--- config.mk ---
export PLATFORM = sky130hd
export DESIGN_NAME = frame_stream_ctrl
export DESIGN_NICKNAME = d
export VERILOG_FILES = /design/src/rtl/frame_stream_ctrl.sv
export SDC_FILE = /design/constraint.sdc
export NUM_CORES = 1
export LEC_CHECK = 0
export BUFFER_PORTS_ARGS = -buffer_cell sky130_fd_sc_hd__clkbuf_2
export CORE_MARGIN = 2
export CORE_UTILIZATION = 57
export DETAILED_ROUTE_END_ITERATION = 10
export PLACE_DENSITY_LB_ADDON = 0.12
export SLEW_MARGIN = 20
export SYNTH_ARGS = -nofsm -noshare
export SYNTH_HDL_FRONTEND = slang
export SYNTH_SLANG_ARGS = --single-unit
--- constraint.sdc ---
create_clock -name Clk -period 2.9 [get_ports Clk]
set_clock_uncertainty 0.1 [all_clocks]
set_input_delay 0.145 -clock Clk [delete_from_list [all_inputs] [get_ports Clk]]
set_output_delay 0.145 -clock Clk [all_outputs]
set_load 0.03 [all_outputs]
--- src/rtl/frame_stream_ctrl.sv ---
// frame_stream_ctrl: streams one RAM frame per VS rising edge to a valid/ready byte sink
module frame_stream_ctrl #(
    parameter int         ADDR_W          = 15,
    parameter int         BYTES_PER_FRAME = 9216,
    parameter int         CNT_W           = 26,
    parameter int         PRE_WAIT        = 62500000,
    parameter int         POST_WAIT       = 62500000,
    parameter int         GAP_CYCLES      = 0,
    parameter int         RAM_LAT         = 1,
    parameter int         HEADER_EN       = 1,
    parameter logic [7:0] HDR0            = 8'hAA,
    parameter logic [7:0] HDR1            = 8'h55
) (
    input  logic              Clk,
    input  logic              i_Rst,
    input  logic              i_VS,
    input  logic              i_Mode,
    input  logic              i_Arm,
    output logic [ADDR_W-1:0] o_Rd_Addr,
    output logic              o_Rd_En,
    input  logic [7:0]        i_Rd_Data,
    output logic [7:0]        o_Tx_Data,
    output logic              o_Tx_Valid,
    input  logic              i_Tx_Ready,
    output logic              o_Frame_Indicator,
    output logic              o_Busy,
    output logic              o_Drop,
    output logic [7:0]        o_Frame_Count
);
    typedef enum logic [2:0] {IDLE, PRE, HDR, FETCH, SEND, GAP, POST} state_t;

    localparam logic [CNT_W-1:0]  PRE_LAST  = CNT_W'(PRE_WAIT - 1);
    localparam logic [CNT_W-1:0]  POST_LAST = CNT_W'(POST_WAIT - 1);
    localparam logic [CNT_W-1:0]  GAP_LAST  = CNT_W'(GAP_CYCLES > 0 ? GAP_CYCLES - 1 : 0);
    localparam logic [ADDR_W-1:0] ADDR_LAST = ADDR_W'(BYTES_PER_FRAME - 1);

    state_t             state, state_d;
    logic [CNT_W-1:0]   cnt, cnt_d;
    logic [RAM_LAT-1:0] lat_sr;
    logic [ADDR_W-1:0]  addr_d;
    logic [7:0]         tx_data_d, fcnt_d;
    logic               vs_s1, vs_s2, vs_d, vs_rise, armed, arm_latch, arm_d;
    logic               hdr_sel, hdr_sel_d, rd_en_d, tx_valid_d, drop_d, accept;

    assign vs_rise = vs_s2 & ~vs_d;
    assign armed   = ~i_Mode | arm_latch;
    assign accept  = o_Tx_Valid & i_Tx_Ready;
    assign arm_d   = i_Arm | (arm_latch & ~(state == IDLE && vs_rise && armed));
    assign drop_d  = vs_rise & ((state != IDLE) | ~armed);

    // next-state and next-output values; the delay counter saturates and is zeroed on entry to each timed state
    always_comb begin
        state_d    = state;
        cnt_d      = (&cnt) ? cnt : cnt + 1'b1;
        addr_d     = o_Rd_Addr;
        rd_en_d    = 1'b0;
        tx_data_d  = o_Tx_Data;
        tx_valid_d = o_Tx_Valid;
        hdr_sel_d  = hdr_sel;
        fcnt_d     = o_Frame_Count;
        case (state)
            IDLE: if (vs_rise && armed) begin
                state_d = PRE;
                cnt_d   = '0;
            end
            PRE: if (cnt == PRE_LAST) begin
                cnt_d  = '0;
                addr_d = '0;
                if (HEADER_EN != 0) begin
                    state_d    = HDR;
                    tx_valid_d = 1'b1;
                    tx_data_d  = HDR0;
                    hdr_sel_d  = 1'b0;
                end else begin
                    state_d = FETCH;
                    rd_en_d = 1'b1;
                end
            end
            HDR: if (accept) begin
                if (!hdr_sel) begin
                    tx_data_d = HDR1;
                    hdr_sel_d = 1'b1;
                end else begin
                    tx_valid_d = 1'b0;
                    state_d    = FETCH;
                    rd_en_d    = 1'b1;
                end
            end
            FETCH: if (lat_sr[RAM_LAT-1]) begin
                tx_data_d  = i_Rd_Data;
                tx_valid_d = 1'b1;
                state_d    = SEND;
            end
            SEND: if (accept) begin
                tx_valid_d = 1'b0;
                cnt_d      = '0;
                if (o_Rd_Addr == ADDR_LAST) begin
                    state_d = POST;
                    addr_d  = '0;
                    fcnt_d  = o_Frame_Count + 8'd1;
                end else begin
                    addr_d = o_Rd_Addr + 1'b1;
                    if (GAP_CYCLES > 0) begin
                        state_d = GAP;
                    end else begin
                        state_d = FETCH;
                        rd_en_d = 1'b1;
                    end
                end
            end
            GAP: if (cnt == GAP_LAST) begin
                state_d = FETCH;
                rd_en_d = 1'b1;
            end
            POST: if (cnt == POST_LAST) state_d = IDLE;
            default: state_d = IDLE;
        endcase
    end

    // state, synchroniser, read-latency tracker and registered outputs
    always_ff @(posedge Clk) begin
        if (i_Rst) begin
            state             <= IDLE;
            cnt               <= '0;
            lat_sr            <= '0;
            {vs_s1, vs_s2, vs_d} <= '0;
            arm_latch         <= 1'b0;
            hdr_sel           <= 1'b0;
            o_Rd_Addr         <= '0;
            o_Rd_En           <= 1'b0;
            o_Tx_Data         <= '0;
            o_Tx_Valid        <= 1'b0;
            o_Busy            <= 1'b0;
            o_Drop            <= 1'b0;
            o_Frame_Count     <= '0;
            o_Frame_Indicator <= 1'b1;
        end else begin
            state             <= state_d;
            cnt               <= cnt_d;
            lat_sr            <= (lat_sr << 1) | RAM_LAT'(o_Rd_En);
            {vs_s1, vs_s2, vs_d} <= {i_VS, vs_s1, vs_s2};
            arm_latch         <= arm_d;
            hdr_sel           <= hdr_sel_d;
            o_Rd_Addr         <= addr_d;
            o_Rd_En           <= rd_en_d;
            o_Tx_Data         <= tx_data_d;
            o_Tx_Valid        <= tx_valid_d;
            o_Busy            <= state != IDLE;
            o_Drop            <= drop_d;
            o_Frame_Count     <= fcnt_d;
            o_Frame_Indicator <= state == IDLE;
        end
    end
endmodule

==> impl_metrics.json, run 1 <==
{
  "r2r_start": "cnt[1]",
  "synth_edf_count": 0,
  "max_clock_freq_ghz": 0.3895,
  "p_switching_uw": 732.5,
  "critPathBufInv": 0,
  "grt-ovfl-total": 0,
  "synthArstFlopShare_pct": 0,
  "nFillCells": 511,
  "p_total_mw": 2.404,
  "cts_setup_buffers": 0,
  "start_util_pct": 59.73,
  "p_int_mw": 1.671,
  "netlist.area_leader.share_pct": 39.72,
  "area_delta_synth_final_pct": 14.93,
  "layout.nets": 494,
  "path_clk_slew_ns": 0.08,
  "r2r_end": "o_Tx_Data[3]",
  "cp.arrival_ns": 2.74,
  "ff2ff_setup_slack_ns": 0.33,
  "ys_ff_latch": 71,
  "pin_count": 50,
  "place.gp.congestion": 0.8664,
  "whs_ns": 0.008887,
  "wl_per_cell_um": 15.04,
  "worstSetupStartpointType": "flop",
  "rsz0062_at_grt": "no",
  "htreeDepth": 3,
  "end_kind": "flop",
  "hp-start": "i_Rd_Data[2]",
  "drtIter0Drc": 237,
  "antenna_found_initial": 0,
  "cts_resized": 0,
  "hold_class": "primary input to flop",
  "io_buffer_count": 49,
  "syn_area_um2": 3578,
  "crit_chain": "ha_1 -> nand3_1 -> nor2_2 -> nand4_2 -> a221oi_4 -> o211ai_1 -> a21oi_1",
  "setup_viol": 0,
  "grt_use_total_pct": 24.61,
  "final_area_um2": 4113,
  "die_h_um": 83.24,
  "detailed_place.area_um2": 3884,
  "ys.flop_type": "dfxtp_1",
  "final_core_util_pct": 68.65,
  "core_um2": 5991,
  "clk_latency_ns": 0.35,
  "timing.slew.headroom_pct": 49.07,
  "cts-buffers-inserted": 9,
  "finalWirelength_um": 8362,
  "min_period_ns": 2.567,
  "synth_seq_area_share_pct": 39.72,
  "p_per_area_nw_per_um2": 584.4,
  "yosysUniqueCellTypes": 60,
  "yosys.cell_count.top_type": "dfxtp_1",
  "hpwl_um": 5853,
  "regArea_um2": 1421,
  "synthTopCellsByArea": "dfxtp_1, nor2_1, xor2_1",
  "fin_crit_sh_pct": 88.53,
  "rows": 28,
  "grt_max_degree": 35,
  "grt_pass1_wl_um": 14100,
  "syn_inst": 425,
  "ant_nets": 0,
  "crit_fanout": 16,
  "drive_above_1_share_pct": 18.50,
  "grt_pass1_vias": 3054,
  "drv_slew": 0,
  "multi_input_area_um2": 2033,
  "syn_area_per_cell_um2": 8.420,
  "yosysWarnings": 0,
  "tightest_slew_ns": 0.7582,
  "hold_viol": 0,
  "dieArea_um2": 6928,
  "cts_tree": "done",
  "synth_nets": 443,
  "hold_end": "o_Tx_Data[2]",
  "num_vias": 3296,
  "outcome": "finished clean",
  "crit_slowest_cell": "a221oi_4",
  "drc": 0,
  "firstDrtPassIters": 5,
  "yosysTopAreaCell": "dfxtp_1",
  "cp_top_family": "compound AO/OA/AOI/OAI gates",
  "n_antenna_cell": 0,
  "viasPerCell": 5.928,
  "worst_ep_required_time_ns": 3.07,
  "leakage_nw": 1.520,
  "crit_path_max_incr_delay_ns": 0.65,
  "clock_sinks": 71,
  "p_clk_share_pct": 34.0,
  "yosys-top-cells-count": "dfxtp_1, nor2_1, nand2_1, a21oi_1",
  "drv_cap": 0,
  "ir_drop_mv": 0.4053,
  "crit_type": "flop to flop",
  "setup_tns_ns": 0,
  "switching_share_pct": 30.48,
  "chipWidth_um": 83.24,
  "root_buffer": "clkbuf_8",
  "r2r_cells": 7,
  "hold_buffers": 2,
  "hold_depth": 3,
  "cts_buffer_depth": 2,
  "comb_power_share_pct": 20.6,
  "seq_power_share_pct": 45.4
}
## cells by family (layout without fill, tap and decap cells)
| kind of cell | count (synthesis) | count (layout) | synth area share [%] |
|---|---|---|---|
| AOI/OAI and AO/OA | 70 | 70 | 13.46 |
| xor gates and xnor gates | 37 | 37 | 9.056 |
| adders and majority gates | 4 | 4 | 1.399 |
| buffers and inverters | 29 | 85 | 3.461 |
| DFF | 71 | 71 | 39.72 |
| muxes | 2 | 2 | 0.5944 |
| and+or+nand+nor | 212 | 212 | 32.31 |
## cells in the final DEF, fill, tap and decap left out, types with 2 or more instances in the layout
cell type / Yosys / layout
a2111oi_0: 4 / 4
a211oi_1: 3 / 3
a211oi_2: 3 / 3
a21o_1: 2 / 2
a21oi_1: 25 / 25
a311oi_1: 4 / 4
a31oi_1: 2 / 2
and2_1: 2 / 2
and3_1: 11 / 11
and4_1: 4 / 4
buf_4: 0 / 6
clkbuf_2: 1 / 49
clkbuf_8: 0 / 12
clkinv_2: 0 / 2
dfxtp_1: 71 / 71
dlygate4sd3_1: 0 / 2
ha_1: 4 / 4
inv_1: 12 / 12
nand2_1: 33 / 33
nand2b_1: 6 / 6
nand3_1: 19 / 19
nand4_1: 20 / 20
nor2_1: 64 / 64
nor2b_1: 4 / 4
nor3_1: 15 / 15
nor3_2: 2 / 2
nor3b_2: 3 / 3
nor4_1: 8 / 8
nor4_4: 2 / 2
o2111ai_1: 2 / 2
o211ai_1: 4 / 4
o21ai_0: 12 / 12
or3_1: 4 / 4
or4_1: 2 / 2
xnor2_1: 17 / 17
xor2_1: 20 / 20
## state kept, by name (all words and copies together), names as in the netlist
| name | count |
|---|---|
| o_Tx_Data | 8 |
| state | 3 |
| lat_sr | 1 |
| o_Rd_Addr | 15 |
| o_Drop | 1 |
| vs_s2 | 1 |
| vs_d | 1 |
| o_Busy | 1 |
| o_Frame_Indicator | 1 |
| o_Frame_Count | 8 |
| cnt | 26 |
| hdr_sel | 1 |
| arm_latch | 1 |
| o_Rd_En | 1 |
| o_Tx_Valid | 1 |
| vs_s1 | 1 |
## worst min-delay path, stage by stage
cell      delay, ns
clkbuf_2       0.08
a21oi_1        0.11
a211oi_1       0.08
## through the flow
| step | setup WS, ns | cells |
|---|---|---|
| 4_1_cts | 0.3169 | 556 |
| 6_report | 0.3327 | 556 |
| 3_3_place_gp | 0.4461 | 538 |
| 5_1_grt | 0.01576 | 556 |
| 3_5_place_dp | 0.3382 | 538 |
| 2_1_floorplan | 0.6346 | 425 |
## cell type report
| type | count | share of cell area, % |
|---|---|---|
| inverters | 12 | 1.095 |
| multi-input cells | 325 | 49.44 |
| well taps | 75 | 2.282 |
| repair buffers | 57 | 7.545 |
| clock buffers | 13 | 4.107 |
| flip-flops and latches | 71 | 34.56 |
| clock inverters | 3 | 0.9735 |
## routing by layer
layer | track usage (%) | up-vias | routed length [um]
li1 | - | 1636 | -
met1 | 32.36 | 1546 | 3945
met2 | 39.81 | 105 | 3903
met3 | 6.064 | 9 | 434
met4 | 7.750 | 0 | 79
met5 | 0 | - | 0
## power groups by stage
stage	Sequential, mW	Clock [mW]	Combinational [mW]
floorplan	1.11	0	0.360
global placement	1.11	0	0.486
detailed placement	1.11	0	0.487
CTS	1.09	0.834	0.494
global route	1.10	0.870	0.555
finish	1.09	0.818	0.495
## worst max-delay path by stage
stage	depth (start not counted)	to	slack (ns)	startpoint
finish	7	o_Tx_Data[3]	0.33	cnt[1]
floorplan	6	o_Frame_Count[4]	0.63	o_Rd_Addr[2]
global placement	7	o_Tx_Data[1]	0.45	cnt[1]
CTS	7	o_Tx_Data[3]	0.32	cnt[1]
global route	7	o_Tx_Data[2]	0.02	cnt[1]
detailed placement	7	o_Tx_Data[3]	0.34	cnt[1]
Power figures use the tool's default switching activity.
==> run 2, diff against run 1 <==
Settings changed: ABC_AREA from default to 1, CORE_UTILIZATION 57 to 58, CTS_BUF_LIST from default to sky130_fd_sc_hd__clkbuf_16.
==> run 2 against run 1 <==
- flip-flop and latch count stayed put
- critical path type unchanged
- die area is 9.1% higher
- area after synthesis is 12% higher
- non-clock buffer count is 4 lower
- worst setup slack better by 0.30 ns
==> impl_metrics.json, run 2 <==
{
  "yosys-top-cells-count": "nand2_1, nor2_1, dfxtp_1, inv_1, a21oi_1",
  "setup_tns_ns": 0,
  "crit_type": "flop to flop",
  "drive_above_1_share_pct": 17.10,
  "drv_cap": 0,
  "synthArstFlopShare_pct": 0,
  "ir_drop_mv": 0.3650,
  "grt_pass1_wl_um": 16730,
  "p_total_mw": 3.343,
  "clk_latency_ns": 0.33,
  "synth_seq_area_share_pct": 35.62,
  "cts_resized": 0,
  "ys.flop_type": "dfxtp_1",
  "start_util_pct": 59.39,
  "reg_top3": "cnt (26), o_Rd_Addr (15)",
  "outcome": "finished clean",
  "end_kind": "flop",
  "synth_edf_count": 0,
  "layout_common_cells": "nand2_1, nor2_1, dfxtp_1, inv_1, clkbuf_2",
  "regMostFlops": "cnt",
  "pin_count": 50,
  "hold_viol": 0,
  "detailed_place.area_um2": 4278,
  "hold_class": "primary input to flop",
  "clock_sinks": 71,
  "fin_ws_ns": 0.6364,
  "largest_reg_flops": 26,
  "hpwl_um": 7357,
  "fin_crit_sh_pct": 78.05,
  "firstDrtPassIters": 5,
  "htreeDepth": 3,
  "wl_per_cell_um": 13.59,
  "cts-buffers-inserted": 9,
  "crit_fanout": 23,
  "syn_area_per_cell_um2": 6.606,
  "yosys.cell_count.top_type": "nand2_1",
  "n_antenna_cell": 0,
  "layout.nets": 674,
  "cts_buffer_depth": 2,
  "grt_pass1_vias": 3649,
  "worstSetupStartpointType": "flop",
  "grt_use_total_pct": 27.88,
  "final_area_um2": 4587,
  "drc": 0,
  "io_buffer_count": 49,
  "cp.arrival_ns": 2.36,
  "num_vias": 4041,
  "yosysTopAreaCell": "dfxtp_1",
  "post-place-ws_ns": 0.6330,
  "syn_inst": 604,
  "dieArea_um2": 7559,
  "timing.slew.headroom_pct": 58.77,
  "synthTopCellsByArea": "dfxtp_1, nand2_1, nor2_1",
  "die_h_um": 86.94,
  "cts_tree": "done",
  "root_buffer": "clkbuf_16",
  "tightest_slew_ns": 0.6149,
  "yosysWarnings": 0,
  "syn_area_um2": 3990,
  "grt_max_degree": 28,
  "chipWidth_um": 86.94,
  "drv_slew": 0,
  "viasPerCell": 5.453,
  "grt-ovfl-total": 0,
  "finalWirelength_um": 10070,
  "ff2ff_setup_slack_ns": 0.64,
  "setup_viol": 0,
  "core_um2": 6719,
  "rsz0062_at_grt": "no",
  "synth_nets": 622,
  "p_per_area_nw_per_um2": 728.8,
  "leakage_nw": 1.856,
  "worst_ep_required_time_ns": 2.99,
  "max_clock_freq_ghz": 0.4418,
  "place.gp.congestion": 0.9832,
  "yosysUniqueCellTypes": 37,
  "area_delta_synth_final_pct": 14.96,
  "ant_nets": 0,
  "rows": 30,
  "ys_ff_latch": 71,
  "drtIter0Drc": 224,
  "antenna_found_initial": 0,
  "min_period_ns": 2.264,
  "netlist.area_leader.share_pct": 35.62,
  "path_clk_slew_ns": 0.06,
  "final_common_cell": "nand2_1"
}
run 2: cell count changes in the layout (fill, tap and decap cells not counted), sizes merged, moves of 6 or more:
cell	before	now
a21oi	25	50
xnor2	17	5
nand3	20	42
nand4	22	9
o21ai	13	19
nor4	10	1
nand2b	6	0
and3	11	0
nand2	33	163
inv	12	67
nor2	65	111
run 2: through the flow:
stage                     hold WS [ns]  instances  util (%)
after detailed placement        0.2534        723     63.67
after global placement          0.2439        723     63.67
after global routing           0.05771        741     68.27
after CTS                      0.03482        741     68.27
after floorplan                 0.1520        604         -
final                          0.03595        741     68.27
run 2: final cells by class:
cell class | count | area [um^2]
clock inverters | 7 | 63.81
clock buffers | 9 | 225.2
fillers | 627 | 2132
flip-flops and latches | 71 | 1421
inverters | 65 | 246.5
well taps | 80 | 100.1
multi-input cells | 456 | 2250
repair buffers | 53 | 280.3
run 2: cells by family after synthesis:
logic type               Yosys count  share of synthesized area [%]
flip-flops                        71                          35.62
buffers and inverters             77                          7.996
adder cells (fa/ha/maj)            4                          1.254
XOR/XNOR                          23                          5.049
AND/OR/NAND/NOR                  354                          39.32
AO/OA/AOI/OAI                     75                          10.76
run 2: what timing repair did:
| action | CTS | global route |
|---|---|---|
| buffers inserted | 0 | 0 |
| endpoints found under the hold margin | 2 | 0 |
| hold buffers | 2 | 0 |
run 2: per-layer routing:
layer  up-vias  track usage, %  part of all wire, %
li1       2036               -                    -
met1      1820           35.77                   44
met2       147           44.76                   46
met3        38           5.498                  5.6
met4         0           13.49                  4.0
met5         -               0                    0
run 2: power by group:
part	internal (mW)	total (mW)	switching (mW)
Clock	0.659	1.08	0.416
Combinational	0.305	1.11	0.805
Sequential	1.07	1.16	0.0855
Total	2.04	3.34	1.31
run 2: worst paths after layout:
path,from,to,cells past startpoint
worst max-delay path,cnt[0],cnt[2],10
worst max register to register,cnt[0],cnt[2],10
worst min register to register,vs_s1,vs_s2,2
worst min-delay path,i_Rd_Data[4],o_Tx_Data[4],5
run 2: worst max-delay path: stages (launching register included):
cell	delay, ns
dfxtp_1	0.41
ha_1	0.22
nand2_1	0.11
nor2_4	0.17
inv_1	0.07
nor2_2	0.14
nand2_1	0.10
nand2_2	0.10
nand4_2	0.12
nand2_2	0.47
nor2_1	0.10
==> run 3, diff against run 2 <==
Settings changed: ABC_AREA 1 to 0, CORE_UTILIZATION 58 to 52.
Clock period 2.9 ns to 1.8 ns, I/O delays scaled along.
==> run 3 against run 2 <==
- the flow now finishes with violations (negative hold slack, negative setup slack)
- worst setup slack got worse by 1.1 ns
- fmax rose by 0.32%
- design area rose by 33%
- wire length rose by 63%
- combinational power rose by 81%
- first-iteration DRC count rose to 2.5 times the previous value
- final cell count fell by 5.3%
==> impl_metrics.json, run 3 (synthesized netlist as in run 1, its figures left out) <==
{
  "reg_top3": "cnt (26), o_Rd_Addr (15)",
  "worstSetupStartpointType": "flop",
  "ir_drop_mv": 0.9070,
  "clock_sinks": 71,
  "setup_viol": 61,
  "crit_type": "flop to flop",
  "p_per_area_nw_per_um2": 898.6,
  "min_period_ns": 2.256,
  "grt_use_total_pct": 34.54,
  "cp.arrival_ns": 2.39,
  "hold_end": "o_Tx_Data[0]",
  "place.gp.congestion": 0.9202,
  "num_vias": 4738,
  "r2r_end": "cnt[13]",
  "final_common_cell": "buf_4",
  "drc": 0,
  "p_int_mw": 3.596,
  "start_util_pct": 53.26,
  "grt_pass1_wl_um": 20290,
  "firstDrtPassIters": 5,
  "grt_pass1_vias": 4160,
  "viasPerCell": 6.749,
  "chipWidth_um": 86.96,
  "finalWirelength_um": 16460,
  "hold_class": "primary input to flop",
  "timing.slew.headroom_pct": 63.95,
  "rsz0062_at_grt": "yes",
  "hold_depth": 3,
  "comb_power_share_pct": 36.7,
  "cts_buffer_depth": 2,
  "final-instance-count-excl-fill": 702,
  "ant_nets": 0,
  "r2r_cells": 8,
  "worst_ep_required_time_ns": 1.94,
  "antenna_found_initial": 0,
  "r2r_start": "cnt[18]",
  "area_delta_synth_final_pct": 70.80,
  "tightest_slew_ns": 0.5366,
  "whs_ns": -0.005062,
  "crit_fanout": 5,
  "seq_power_share_pct": 31.5,
  "die_h_um": 86.96,
  "drv_cap": 0,
  "clk_latency_ns": 0.35,
  "fin_ws_ns": -0.4564,
  "fin_crit_sh_pct": 125.4,
  "root_buffer": "clkbuf_16",
  "io_buffer_count": 49,
  "path_clk_slew_ns": 0.06,
  "htreeDepth": 3,
  "ff2ff_setup_slack_ns": -0.46,
  "drtIter0Drc": 570,
  "largest_reg_flops": 26,
  "p_clk_share_pct": 31.8,
  "hp-start": "i_Rd_Data[0]",
  "final_core_util_pct": 90.97,
  "cts-buffers-inserted": 9,
  "grt_max_degree": 17,
  "cts_tree": "done",
  "dieArea_um2": 7561,
  "switching_share_pct": 34.53,
  "n_antenna_cell": 0,
  "grt-ovfl-total": 0,
  "layout_common_cells": "buf_4, clkbuf_2, nor2_1, dfxtp_1, nand2_1",
  "dp_cells": 650,
  "max_clock_freq_ghz": 0.4432,
  "drive_above_1_share_pct": 53.54,
  "p_switching_mw": 1.897,
  "wl_per_cell_um": 23.45,
  "layout.nets": 635,
  "outcome": "finished, violations left",
  "drv_slew": 0,
  "leakage_nw": 2.451,
  "pin_count": 50,
  "regMostFlops": "cnt",
  "post-place-ws_ns": -0.2248,
  "end_kind": "flop",
  "violations": "negative hold slack, negative setup slack",
  "hpwl_um": 7544,
  "cp-startpoint": "cnt[18]",
  "hold_viol": 1,
  "core_um2": 6719,
  "rows": 30
}
==> run 3: area by class of cell <==
class                           instances  area (um^2)
Clock buffer                           10        250.2
Clock inverter                          6        33.78
Fill cell                             255        606.8
Inverter                               12        45.04
Multi-Input combinational cell        325         2624
Sequential cell                        71         1479
Tap cell                               80        100.1
Timing Repair Buffer                  198         1580
==> run 3: worst max-delay path by stage <==
| stage | end | cells after the start |
|---|---|---|
| after floorplan | cnt[8] | 8 |
| after global placement | cnt[9] | 8 |
| after detailed placement | o_Tx_Data[3] | 9 |
| after CTS | o_Rd_Addr[11] | 6 |
| after global routing | cnt[13] | 8 |
| final | cnt[13] | 8 |
==> run 3: stage by stage <==
step | TNS, ns | area (um^2) | power [mW]
after floorplan | -5.403 | 3792 | 2.442
after detailed placement | -7.988 | 4918 | 2.997
final | -16.09 | 6112 | 5.492
after global placement | -6.197 | 4918 | 2.968
after CTS | -8.630 | 5751 | 5.132
after global routing | -21.34 | 6112 | 5.622
==> run 3: timing repair <==
item                                    4_1_cts  5_1_grt
gates cloned                                  3        0
endpoints found under the hold margin         7        0
pin swaps                                    42       39
hold buffers                                  7        0
gates resized for setup                      58       68
setup buffers                                16       11
endpoints found under the setup margin       61       63
==> run 3: critical path, stage by stage (launching register included) <==
cell and delay (ns):
dfxtp_1 0.37, nand4_1 0.19, nor4_2 0.29, buf_4 0.17, or3b_4 0.41, buf_6 0.15, nand4_1 0.13, xor2_1 0.25
nor2_1 0.07
==> run 3: metal layers <==
metal,GRT usage (%),share of wire [%],up-vias
met5,0,0,-
met4,18.32,8.9,0
met1,41.06,36,2196
met3,9.289,11,179
li1,-,-,1913
met2,56.70,45,450
==> run 3: power by group through the flow <==
stage	Combinational, mW	Sequential (mW)	Clock [mW]
final	2.01	1.73	1.75
after global routing	2.08	1.74	1.80
after CTS	1.71	1.72	1.70
after detailed placement	1.24	1.75	0
after global placement	1.22	1.75	0
after floorplan	0.637	1.81	0
